`config.mk`:
```
export PLATFORM = sky130hd
export DESIGN_NAME = if2id_queue
export DESIGN_NICKNAME = d
export VERILOG_FILES = /design/src/rtl/core_pkg.sv /design/src/rtl/if2id_pkg.sv /design/src/rtl/if2id_queue.sv
export SDC_FILE = /design/constraint.sdc
export NUM_CORES = 1
export LEC_CHECK = 0
export ABC_AREA = 0
export CORE_MARGIN = 5
export CORE_UTILIZATION = 40
export DETAILED_ROUTE_END_ITERATION = 8
export GPL_ROUTABILITY_DRIVEN = 0
export PLACE_DENSITY = 0.76
export SLEW_MARGIN = 0
export SYNTH_ARGS = -nofsm -noshare
export SYNTH_HDL_FRONTEND = slang
export SYNTH_SLANG_ARGS = --single-unit
```
`constraint.sdc`:
```
create_clock -name clk_i -period 17.6 [get_ports clk_i]
set_clock_uncertainty 0.15 [all_clocks]
set_input_delay 4.4 -clock clk_i [delete_from_list [all_inputs] [get_ports clk_i]]
set_output_delay 4.4 -clock clk_i [all_outputs]
set_load 0.1 [all_outputs]
```
`src/rtl/core_pkg.sv`:
```
// Core-wide widths and the IF->ID queue depth used where the queue is instantiated.
package core_pkg;
  localparam int unsigned ADDR_WIDTH  = 32;
  localparam int unsigned INSTR_WIDTH = 32;
  localparam int unsigned IF2ID_DEPTH = 2;
endpackage

```
`src/rtl/if2id_pkg.sv`:
```
// Payload carried from fetch to decode; fault is the LSB so ID can raise an access fault in order.
package if2id_pkg;
  typedef struct packed {
    logic [core_pkg::ADDR_WIDTH-1:0]  pc;
    logic [core_pkg::INSTR_WIDTH-1:0] instr;
    logic                             fault;
  } if2id_t;
endpackage

```
`src/rtl/if2id_queue.sv`:
```
// DEPTH-entry valid/ready FIFO between IF and ID with synchronous flush on redirect.
// Handshake flags come only from the registered count, so neither side sees a combinational path from the other.
module if2id_queue
  import if2id_pkg::*;
#(
  parameter int unsigned ADDR_WIDTH  = core_pkg::ADDR_WIDTH,
  parameter int unsigned INSTR_WIDTH = core_pkg::INSTR_WIDTH,
  parameter int unsigned DEPTH       = 2,
  localparam int unsigned PTR_W      = $clog2(DEPTH),
  localparam int unsigned CNT_W      = $clog2(DEPTH + 1)
) (
  input  logic             clk_i,
  input  logic             rstn_i,
  input  logic             flush_i,
  input  logic             in_valid_i,
  output logic             in_ready_o,
  input  if2id_t           in_data_i,
  output logic             out_valid_o,
  input  logic             out_ready_i,
  output if2id_t           out_data_o,
  output logic [CNT_W-1:0] count_o
);

  if (DEPTH < 2 || (DEPTH & (DEPTH - 1)) != 0) begin : g_depth_chk
    $error("if2id_queue: DEPTH must be a power of two and at least 2");
  end

  if (ADDR_WIDTH + INSTR_WIDTH + 1 != $bits(if2id_t)) begin : g_width_chk
    $error("if2id_queue: ADDR_WIDTH/INSTR_WIDTH disagree with if2id_t");
  end

  if2id_t           mem_q [DEPTH];
  logic [PTR_W-1:0] wr_ptr_q, wr_ptr_d;
  logic [PTR_W-1:0] rd_ptr_q, rd_ptr_d;
  logic [CNT_W-1:0] count_q, count_d;
  logic             push, pop;

  assign in_ready_o  = count_q != CNT_W'(DEPTH);
  assign out_valid_o = count_q != '0;
  assign push        = in_valid_i && in_ready_o && !flush_i;
  assign pop         = out_valid_o && out_ready_i && !flush_i;
  assign out_data_o  = mem_q[rd_ptr_q];
  assign count_o     = count_q;

  always_comb begin
    wr_ptr_d = wr_ptr_q;
    rd_ptr_d = rd_ptr_q;
    count_d  = count_q;
    if (flush_i) begin
      wr_ptr_d = '0;
      rd_ptr_d = '0;
      count_d  = '0;
    end else begin
      if (push) wr_ptr_d = wr_ptr_q + PTR_W'(1);
      if (pop)  rd_ptr_d = rd_ptr_q + PTR_W'(1);
      unique case ({push, pop})
        2'b10:   count_d = count_q + CNT_W'(1);
        2'b01:   count_d = count_q - CNT_W'(1);
        default: count_d = count_q;
      endcase
    end
  end

  always_ff @(posedge clk_i or negedge rstn_i) begin
    if (!rstn_i) begin
      wr_ptr_q <= '0;
      rd_ptr_q <= '0;
      count_q  <= '0;
    end else begin
      wr_ptr_q <= wr_ptr_d;
      rd_ptr_q <= rd_ptr_d;
      count_q  <= count_d;
    end
  end

  // Storage is deliberately left unreset; flush and reset only move the pointers.
  always_ff @(posedge clk_i) begin
    if (push) mem_q[wr_ptr_q] <= in_data_i;
  end

  a_no_pop_empty: assert property (@(posedge clk_i) disable iff (!rstn_i)
    !(pop && count_q == '0));
  a_no_push_full: assert property (@(posedge clk_i) disable iff (!rstn_i)
    !(push && count_q == CNT_W'(DEPTH)));

endmodule

```
==> run_results.csv <==
group,metric,value,unit
status,status,"completed",
detailed_routing,highest_layer,"met4",
setup_path,ff2ff_path_depth,5,
setup_path,r2r_setup_slack,15.23,ns
logic_synthesis,synth-simple-area-share,1.22,%
clock_network,cts_inserted_buffers,17,
min_path,hp-start,"rd_ptr_q",
logic_synthesis,synth_top_family_by_area,"multiplexers",
logic_synthesis,synth_top_area_cell,"edfxtp_1",
setup_path,critPathLaunchType,"flip-flop",
logic_synthesis,synthTopCellsByCount,"130 x edfxtp_1, 65 x mux2_2, 4 x a21oi_1, 4 x buf_6, 4 x dfrtp_1",
setup_path,crit_fanout,62,
timing,finalMaxSlewViolations,0,
power_and_ir_drop,power_density,122,nW/um2
finish,nets,452,
floorplan,die_h,121,um
timing,finalSetupViolations,0,
timing,rsz0062_at_grt,"false",
global_routing,grt_pass1_wl,15500,um
logic_synthesis,synth_most_common_cell,"edfxtp_1",
clock_network,cts_tree,"built",
clock_network,clk_pin_slew_worst_paths,0.05,ns
floorplan,dieArea,14600,um2
power_and_ir_drop,leakage,2.35,nW
global_routing,antenna_found_initial,0,
logic_synthesis,synth_compound_area_share,0.914,%
logic_synthesis,synth.cell_area,4930,um2
setup_path,path_class,"flip-flop to primary output",
setup_path,startpoint,"rd_ptr_q",
min_path,hp-class,"flip-flop to flip-flop",
power_and_ir_drop,ir_drop,0.0000734,V
floorplan,core,12100,um2
clock_network,cts-htree-levels,4,
detailed_routing,viasPerCell,4.69,
setup_path,r2r_start,"count_o[1]",
timing,tightestPinTransition,1.01,ns
logic_synthesis,ys_warn_count,0,
setup_path,cp_data_required_time,13.05,ns
detailed_routing,drt_wl_total,9840,um
floorplan,std_cell_rows,40,
detailed_routing,via_count,2642,
global_routing,overflow,0,
logic_synthesis,synth_nets,298,
timing,layout_min_cycle_time,7.52,ns
logic_synthesis,synthMuxAreaShare,15.1,%
global_routing,grt_pass1_vias,2994,
setup_path,r2r-end,"mem_q[1][19]",
logic_synthesis,yosysUniqueCellTypes,22,
logic_synthesis,synth_adder_area_share,0,%
floorplan,die_x,121,um
detailed_routing,post_drt_wl_per_cell,17.5,um
logic_synthesis,netlist_top_cells_area,"edfxtp_1 79%, mux2_2 15%, dfrtp_1 2.0%, buf_6 0.91%, a21oi_1 0.41%",
clock_network,cts_buffer_depth,2,
setup_path,cp-endpoint,"out_data_o[0]",
logic_synthesis,synth_seq_cells,134,
min_path,min_path_cells,2,
finish,antennaDiodeCount,0,
timing,max_freq,0.133,GHz
global_routing,grt_max_degree,66,
clock_network,cts.sinks,134,
detailed_routing,dr.first_iter.drc_count,148,
setup_path,crit_path_end_kind,"primary output",
clock_network,ctsResizeCount,0,
detailed_routing,route.met2.wl,4960,um
clock_network,cts_setup_buffers,0,
timing,maxSlewHeadroom,32.6,%
place,placed_cell_area,6500,um2
clock_network,cts-root-buf,"clkbuf_16",
finish,drive_above_1_share,25.1,%
timing,finalSetupTns,0,ns
place,place_hpwl,6370,um
setup_path,arrival,2.97,ns
finish,area_growth,42.7,%
global_routing,grtUsageTotal,14.3,%
logic_synthesis,synth_ff_type,"edfxtp_1",
detailed_routing,drc,0,
logic_synthesis,synth_top_area_share,79.2,%
timing,min_period_over_period,42.7,%
floorplan,start_util,40.9,%
finish,finalInstanceArea,7030,um2
detailed_routing,firstDrtPassIters,4,
timing,hold_viol_final,0,
detailed_routing,wl_met3,705,um
logic_synthesis,synthCells,228,
logic_synthesis,syn-mean-instance-area,21.6,um2
detailed_routing,drt-met1-wl,3990,um
detailed_routing,drtAntennaViolNets,0,
logic_synthesis,synth_xor_xnor_area_share,0.178,%
clock_network,worstSkewPairLatency,0.40,ns
logic_synthesis,ys_seq_area_share,81.2,%
logic_synthesis,synth_edf_count,130,
place,port_buffers,138,
logic_synthesis,async_flop_share,2.99,%
job,drv_cap,0,
floorplan,io_pins,139,
clock_network,cts_hold_buffers,0,
## per-layer routing
metal / vias up / track usage, %
li1: 1216 / -
met1: 1319 / 16.2
met2: 92 / 23.7
met3: 15 / 5.78
met4: 0 / 6.23
met5: - / 0
## sequential cells by signal, indices dropped and copies added, names as in the netlist
register  flops
mem_q       130
count_o       2
rd_ptr_q      1
wr_ptr_q      1
## power breakdown
group          internal, mW  total, mW  switching (mW)
sequential            0.364      0.367         0.00322
clock                 0.201      0.318           0.118
combinational        0.0501      0.176           0.126
## through the flow
| stage | hold WS (ns) | total power, mW | setup WS, ns | cells | utilization, % |
|---|---|---|---|---|---|
| 3_5_place_dp | 0.446 | 0.551 | 10.45 | 531 | 53.9 |
| 2_1_floorplan | 0.379 | 0.503 | 7.59 | 228 | - |
| 3_3_place_gp | 0.411 | 0.549 | 10.47 | 531 | 53.9 |
| 6_report | 0.463 | 0.862 | 10.08 | 563 | 58.3 |
| 4_1_cts | 0.474 | 0.872 | 10.0 | 563 | 58.3 |
| 5_1_grt | 0.494 | 0.891 | 9.93 | 563 | 58.3 |
## worst min path at each step
stage / to / slack, ns
finish: rd_ptr_q / 0.46
detailed placement: wr_ptr_q / 0.45
floorplan: wr_ptr_q / 0.38
global route: rd_ptr_q / 0.49
global placement: wr_ptr_q / 0.41
CTS: wr_ptr_q / 0.47
## cells by family (layout without fill, tap and decap cells)
family,Yosys count,in the layout
buffers and inverters,9,176
AND/OR/NAND/NOR,10,10
XOR/XNOR,1,1
multiplexers,66,66
flip-flops,134,134
AO/OA/AOI/OAI,8,8
## cells in the final DEF, fill, tap and decap left out, types with 2 or more instances in the layout
| cell type | count |
|---|---|
| clkbuf_16 | 17 |
| edfxtp_1 | 130 |
| a21oi_1 | 4 |
| o21ai_0 | 2 |
| clkinv_2 | 4 |
| clkdlybuf4s50_1 | 138 |
| clkbuf_8 | 2 |
| buf_4 | 4 |
| clkbuf_1 | 8 |
| dfrtp_1 | 3 |
| or2_2 | 2 |
| mux2_2 | 65 |
## area by class of cell
| cell class | count | area, um2 |
|---|---|---|
| repair buffers | 142 | 1410 |
| clock buffers | 27 | 483 |
| inverters | 2 | 7.51 |
| multi-input cells | 85 | 866 |
| clock inverters | 5 | 50.0 |
| fillers | 937 | 5030 |
| well taps | 168 | 210 |
| flip-flops and latches | 134 | 4010 |
## worst max-delay path, stage by stage, from the launching register on
cell             delay, ns
dfrtp_2               0.41
buf_4                 0.69
mux2_2                0.31
clkdlybuf4s50_1       1.14
Note: power is estimated with default switching activity, not from simulation.
